--- src/rtl/regfile_wb_scheduler.sv ---
`default_nettype none
// ============================================================================
// Module   : regfile_wb_scheduler
// Brief    : Round-robin ALU/load writeback arbiter driving the register file
//            write port, plus a per-register busy scoreboard for RAW/WAW stalls.
// Revision : 1.0 - initial release
// ============================================================================
module regfile_wb_scheduler #(
  parameter int DATA_W       = 32,
  parameter int ADDR_W       = 5,
  parameter int NUM_REGS     = 32,
  parameter bit ZERO_PROTECT = 1'b1
) (
  input  logic              Clk,
  input  logic              Rst_n,
  input  logic              ResvValid,
  input  logic [ADDR_W-1:0] ResvReg,
  output logic              ResvReady,
  input  logic              AluValid,
  input  logic [ADDR_W-1:0] AluReg,
  input  logic [DATA_W-1:0] AluData,
  output logic              AluReady,
  input  logic              MemValid,
  input  logic [ADDR_W-1:0] MemReg,
  input  logic [DATA_W-1:0] MemData,
  output logic              MemReady,
  output logic              RegWrite,
  output logic [ADDR_W-1:0] WriteReg,
  output logic [DATA_W-1:0] WriteData,
  input  logic [ADDR_W-1:0] ReadReg1,
  input  logic [ADDR_W-1:0] ReadReg2,
  output logic              Busy1,
  output logic              Busy2,
  output logic [ADDR_W:0]   PendingCount,
  output logic              ErrUnresv
);

  localparam logic [NUM_REGS-1:0] c_oneHot0 = {{(NUM_REGS-1){1'b0}}, 1'b1};
  localparam logic [ADDR_W-1:0]   c_zeroReg = '0;

  logic                r_favorMem;
  logic [NUM_REGS-1:0] r_busy;
  logic                r_regWrite;
  logic [ADDR_W-1:0]   r_writeReg;
  logic [DATA_W-1:0]   r_writeData;
  logic                r_errUnresv;

  logic                w_aluGrant;
  logic                w_memGrant;
  logic                w_wbFire;
  logic                w_wbLoad;
  logic [ADDR_W-1:0]   w_wbReg;
  logic [DATA_W-1:0]   w_wbData;
  logic                w_resvAccept;
  logic                w_resvSets;
  logic [NUM_REGS-1:0] w_setMask;
  logic [NUM_REGS-1:0] w_clrMask;
  logic [NUM_REGS-1:0] w_busyNext;
  logic                w_errHit;
  logic [ADDR_W:0]     w_pending;

  // Grants are gated by Rst_n so no handshake can complete while in reset.
  always_comb begin
    w_aluGrant = 1'b0;
    w_memGrant = 1'b0;
    if (Rst_n) begin
      if (AluValid && MemValid) begin
        w_aluGrant = ~r_favorMem;
        w_memGrant = r_favorMem;
      end else begin
        w_aluGrant = AluValid;
        w_memGrant = MemValid;
      end
    end
  end

  always_comb begin
    w_wbFire = w_aluGrant | w_memGrant;
    w_wbReg  = w_memGrant ? MemReg  : AluReg;
    w_wbData = w_memGrant ? MemData : AluData;
    w_wbLoad = w_wbFire && !(ZERO_PROTECT && (w_wbReg == c_zeroReg));
  end

  // A register whose clearing write commits this cycle is still busy here.
  always_comb begin
    w_resvAccept = Rst_n && ResvValid && !r_busy[ResvReg];
    w_resvSets   = w_resvAccept && !(ZERO_PROTECT && (ResvReg == c_zeroReg));
    w_setMask    = w_resvSets ? (c_oneHot0 << ResvReg) : '0;
    w_clrMask    = r_regWrite ? (c_oneHot0 << r_writeReg) : '0;
    w_busyNext   = (r_busy & ~w_clrMask) | w_setMask;
    w_errHit     = r_regWrite && !r_busy[r_writeReg] && (r_writeReg != c_zeroReg);
  end

  always_comb begin
    w_pending = '0;
    for (int i = 0; i < NUM_REGS; i++) begin
      w_pending = w_pending + {{ADDR_W{1'b0}}, r_busy[i]};
    end
  end

  always_ff @(posedge Clk or negedge Rst_n) begin
    if (!Rst_n) begin
      r_favorMem <= 1'b0;
    end else if (w_aluGrant) begin
      r_favorMem <= 1'b1;
    end else if (w_memGrant) begin
      r_favorMem <= 1'b0;
    end
  end

  always_ff @(posedge Clk or negedge Rst_n) begin
    if (!Rst_n) begin
      r_regWrite  <= 1'b0;
      r_writeReg  <= '0;
      r_writeData <= '0;
    end else begin
      r_regWrite <= w_wbLoad;
      if (w_wbFire) begin
        r_writeReg  <= w_wbReg;
        r_writeData <= w_wbData;
      end
    end
  end

  always_ff @(posedge Clk or negedge Rst_n) begin
    if (!Rst_n) begin
      r_busy      <= '0;
      r_errUnresv <= 1'b0;
    end else begin
      r_busy <= w_busyNext;
      if (w_errHit) begin
        r_errUnresv <= 1'b1;
      end
    end
  end

  assign AluReady     = w_aluGrant;
  assign MemReady     = w_memGrant;
  assign ResvReady    = w_resvAccept;
  assign RegWrite     = r_regWrite;
  assign WriteReg     = r_writeReg;
  assign WriteData    = r_writeData;
  assign Busy1        = r_busy[ReadReg1];
  assign Busy2        = r_busy[ReadReg2];
  assign PendingCount = w_pending;
  assign ErrUnresv    = r_errUnresv;

endmodule
`default_nettype wire
--- config.mk ---
export PLATFORM = sky130hd
export DESIGN_NAME = regfile_wb_scheduler
export DESIGN_NICKNAME = d
export VERILOG_FILES = /design/src/rtl/regfile_wb_scheduler.sv
export SDC_FILE = /design/constraint.sdc
export NUM_CORES = 1
export LEC_CHECK = 0
export BUFFER_PORTS_ARGS = -buffer_cell sky130_fd_sc_hd__buf_2
export CORE_MARGIN = 4
export CORE_UTILIZATION = 53
export DETAILED_ROUTE_END_ITERATION = 10
export PLACE_DENSITY_LB_ADDON = 0.3
export SYNTH_ARGS = -nofsm -noshare
export SYNTH_HDL_FRONTEND = slang
export SYNTH_SLANG_ARGS = --single-unit
export TNS_END_PERCENT = 10
--- constraint.sdc ---
create_clock -name Clk -period 5.8 [get_ports Clk]
set_input_delay 0 -clock Clk [delete_from_list [all_inputs] [get_ports Clk]]
set_output_delay 0 -clock Clk [all_outputs]
set_load 0.01 [all_outputs]
==> metrics.md <==
| Metric | Value |
|---|---|
| Status | `completed` |
| Seq cells post-synth | `72` |
| CTS Sinks | `between 70 and 80` |
| Crit path top cell by count | `fa_1` |
| CP Launch Type | `flop` |
| Cell area after layout | `6880 um^2` |
| Grt ovf | `0` |
| # diodes | `0` |
| Least-Margin Pin Slew | `1.36 ns` |
| Worst skew pair latency | `0.36 ns` |
| Post-DRT Antenna Nets | `0` |
| Max_cap viols | `0` |
| Tmin final | `5.09 ns` |
| DP HPWL | `11.4 mm` |
| CP Cell Sequence | `inv_1 > fa_1 > fa_1 > fa_1 > fa_1 > fa_1 > fa_1 > inv_1 > ha_1 > inv_1 > fa_1 > inv_1 > a21o_1 > a21oi_1 > xnor2_1 > buf_2` |
| CTS buffer count | `9` |
| Die area | `11200 um^2` |
| First-pass GRT wire length | `29.1 mm` |
| Ys Warns | `0` |
| Final setup violation count | `0` |
| Syn nets | `624` |
| Final Wtd Congestion | `about 0.96` |
| Hold Vio Cnt, Final | `0` |
| Clock H-tree levels | `3` |
| CTS root buf | `clkbuf_8` |
| Hold_ws | `0.0452 ns` |
| Leading cell type in the layout, fill and taps excluded | `buf_2` |
| Final nets | `830` |
| Synth Instances | `499` |
| Share of layout cells above drive strength 1 | `0.275` |
| Critical Path End Type | `output pin` |
| Final wirelength | `around 18 mm` |
| Final Skew | `0.0137 ns` |
| CP Max Fanout | `6` |
| Chip width | `106 um` |
| Vias per cell | `6.14` |
| RSZ-0062 raised after global routing | `false` |
| Vias in the first global route | `5430` |
| CTS tree | `built` |
| Drt first pass iters | `5` |
| Synthesis-to-layout area growth | `35.4%` |
| CP max stage cell | `fa_1` |
| Worst min-delay path class | `primary input to flop` |
| Fraction of registers with async set/reset | `1.00` |
| Initial Util | `0.547` |
| IO Pins | `between 100 and 150` |
| Worst EP arrival | `5.09 ns` |
| WP data required | `5.80 ns` |
| Avg Inst Size Synth | `between 10 and 15 um^2` |
| Crit path largest cell delay | `roughly 0.58 ns` |
| Final worst slack | `0.707 ns` |
| Count of cell types in the netlist | `41` |
| Rel. slew slack | `0.0924` |
| Total track usage | `0.336` |
| WL/cell | `~22 um` |
| Row cnt | `35` |
| F_max | `196 MHz` |
| Pre-CTS WS | `about 1.1 ns` |
| Seq/Total Area, Yosys | `0.355` |
| Number of DRC markers in iteration 0 | `397` |
| Period utilisation layout | `0.878` |
| Worst path bufs/invs | `5` |
| Clock slew at reported path FFs | `roughly 0.09 ns` |
| Mapped Area | `5080 um^2` |
| Ys flop type | `dfrtp_1` |
| Post-route DRC violation count | `0` |
| Slew Viols, Final | `0` |
| Cell family with most CP delay | `adder cells` |
| # hold bufs at CTS | `79` |
| Clock tree buffer depth | `2` |
| Post-CTS Setup Repair Bufs | `0` |
| Most frequent cells in the layout | `buf_2 (142), o21ai_0 (90), dlygate4sd3_1 (79)` |
| Placed cell area | `5880 um^2` |
| Post-cts repair resize count | `0` |
| Kind of critical path | `flop to output pin` |
| Chip Height | `106 um` |
| Count of input and output buffers | `143` |
| Post-synth EDFFs | `0` |
| Largest net degree at the start of global routing | `between 40 and 50` |
| Vias | `5155` |
| Initial antenna violation count | `0` |
| Core Box Area | `roughly 9300 um^2` |
| Setup total negative slack | `0 ns` |
==> cell type report <==
cell class              instances  area [um^2]
repair buffers                225         1530
inverters                      49          184
well taps                     129          161
clock buffers                  11          151
clock inverters                 5         62.6
multi-input cells             348         2990
flip-flops and latches         72         1800
fillers                       636         2400
==> cells in the mapped netlist (2+ instances only) <==
| cell type | instances | share of area |
|---|---|---|
| a21o_1 | 2 | 0.0030 |
| a21oi_1 | 7 | 0.0069 |
| a221oi_1 | 2 | 0.0034 |
| a22oi_1 | 4 | 0.0059 |
| buf_2 | 13 | 0.013 |
| clkbuf_1 | 16 | 0.012 |
| dfrtp_1 | 72 | 0.35 |
| fa_1 | 24 | 0.095 |
| ha_1 | 7 | 0.017 |
| inv_1 | 49 | 0.036 |
| mux2_2 | 3 | 0.0066 |
| mux2i_1 | 53 | 0.10 |
| mux4_2 | 26 | 0.12 |
| nand2_1 | 56 | 0.041 |
| nand2b_1 | 9 | 0.011 |
| nand3_1 | 8 | 0.0079 |
| nand4_1 | 3 | 0.0037 |
| nor2_1 | 9 | 0.0066 |
| nor2b_1 | 6 | 0.0074 |
| nor4_1 | 3 | 0.0037 |
| o211ai_1 | 3 | 0.0044 |
| o21ai_0 | 91 | 0.090 |
| o31ai_1 | 2 | 0.0030 |
| o41ai_1 | 9 | 0.016 |
| or2_2 | 2 | 0.0025 |
| or3_1 | 2 | 0.0025 |
| or4_1 | 2 | 0.0030 |
| xnor2_1 | 3 | 0.0052 |
==> worst paths after layout <==
kind	cells past startpoint	slack, ns	from	end
max in group asynchronous	3	4.75	Rst_n	WriteData[14]
setup / recovery	16	0.71	r_busy[25]	PendingCount[4]
hold reg to reg	1	0.49	ErrUnresv	ErrUnresv
hold / removal	3	0.05	ResvReg[2]	r_busy[12]
setup reg to reg	4	3.29	r_busy[30]	r_busy[31]
min in group asynchronous	2	0.12	Rst_n	r_busy[25]
==> worst reg2reg max path, delay by kind of cell (launching register included) <==
| family | cells | cell delay, ns |
|---|---|---|
| multiplexers | 1 | 0.13 |
| AO/OA/AOI/OAI | 3 | 1.65 |
| flip-flops | 1 | 0.55 |
==> registers in the layout, indices dropped and copies added (netlist names) <==
signal / cells
WriteData: 32
ErrUnresv: 1
r_favorMem: 1
RegWrite: 1
r_busy: 32
WriteReg: 5
==> routing by layer <==
layer	vias to the layer above	global-route usage	wire, um
met5	-	0	0
met4	0	0.133	773
met3	65	0.0765	1840
met2	363	0.559	8810
met1	2536	0.429	6790
li1	2191	-	-
==> logic make-up after synthesis <==
family	share of synthesized area
AND/OR/NAND/NOR	0.0975
multiplexers	0.226
AO/OA/AOI/OAI	0.143
flip-flops	0.355
buffers and inverters	0.0615
XOR/XNOR	0.00517
adder cells (fa/ha/maj)	0.112
==> stage by stage <==
stage | cells | utilization
finish | 839 | 0.741
global route | 839 | 0.741
CTS | 839 | 0.741
detailed placement | 744 | 0.633
global placement | 744 | 0.633
floorplan | 499 | -
Power is not shown: default switching activity piles up to over one toggle a cycle in this logic, so the estimate is an artifact.
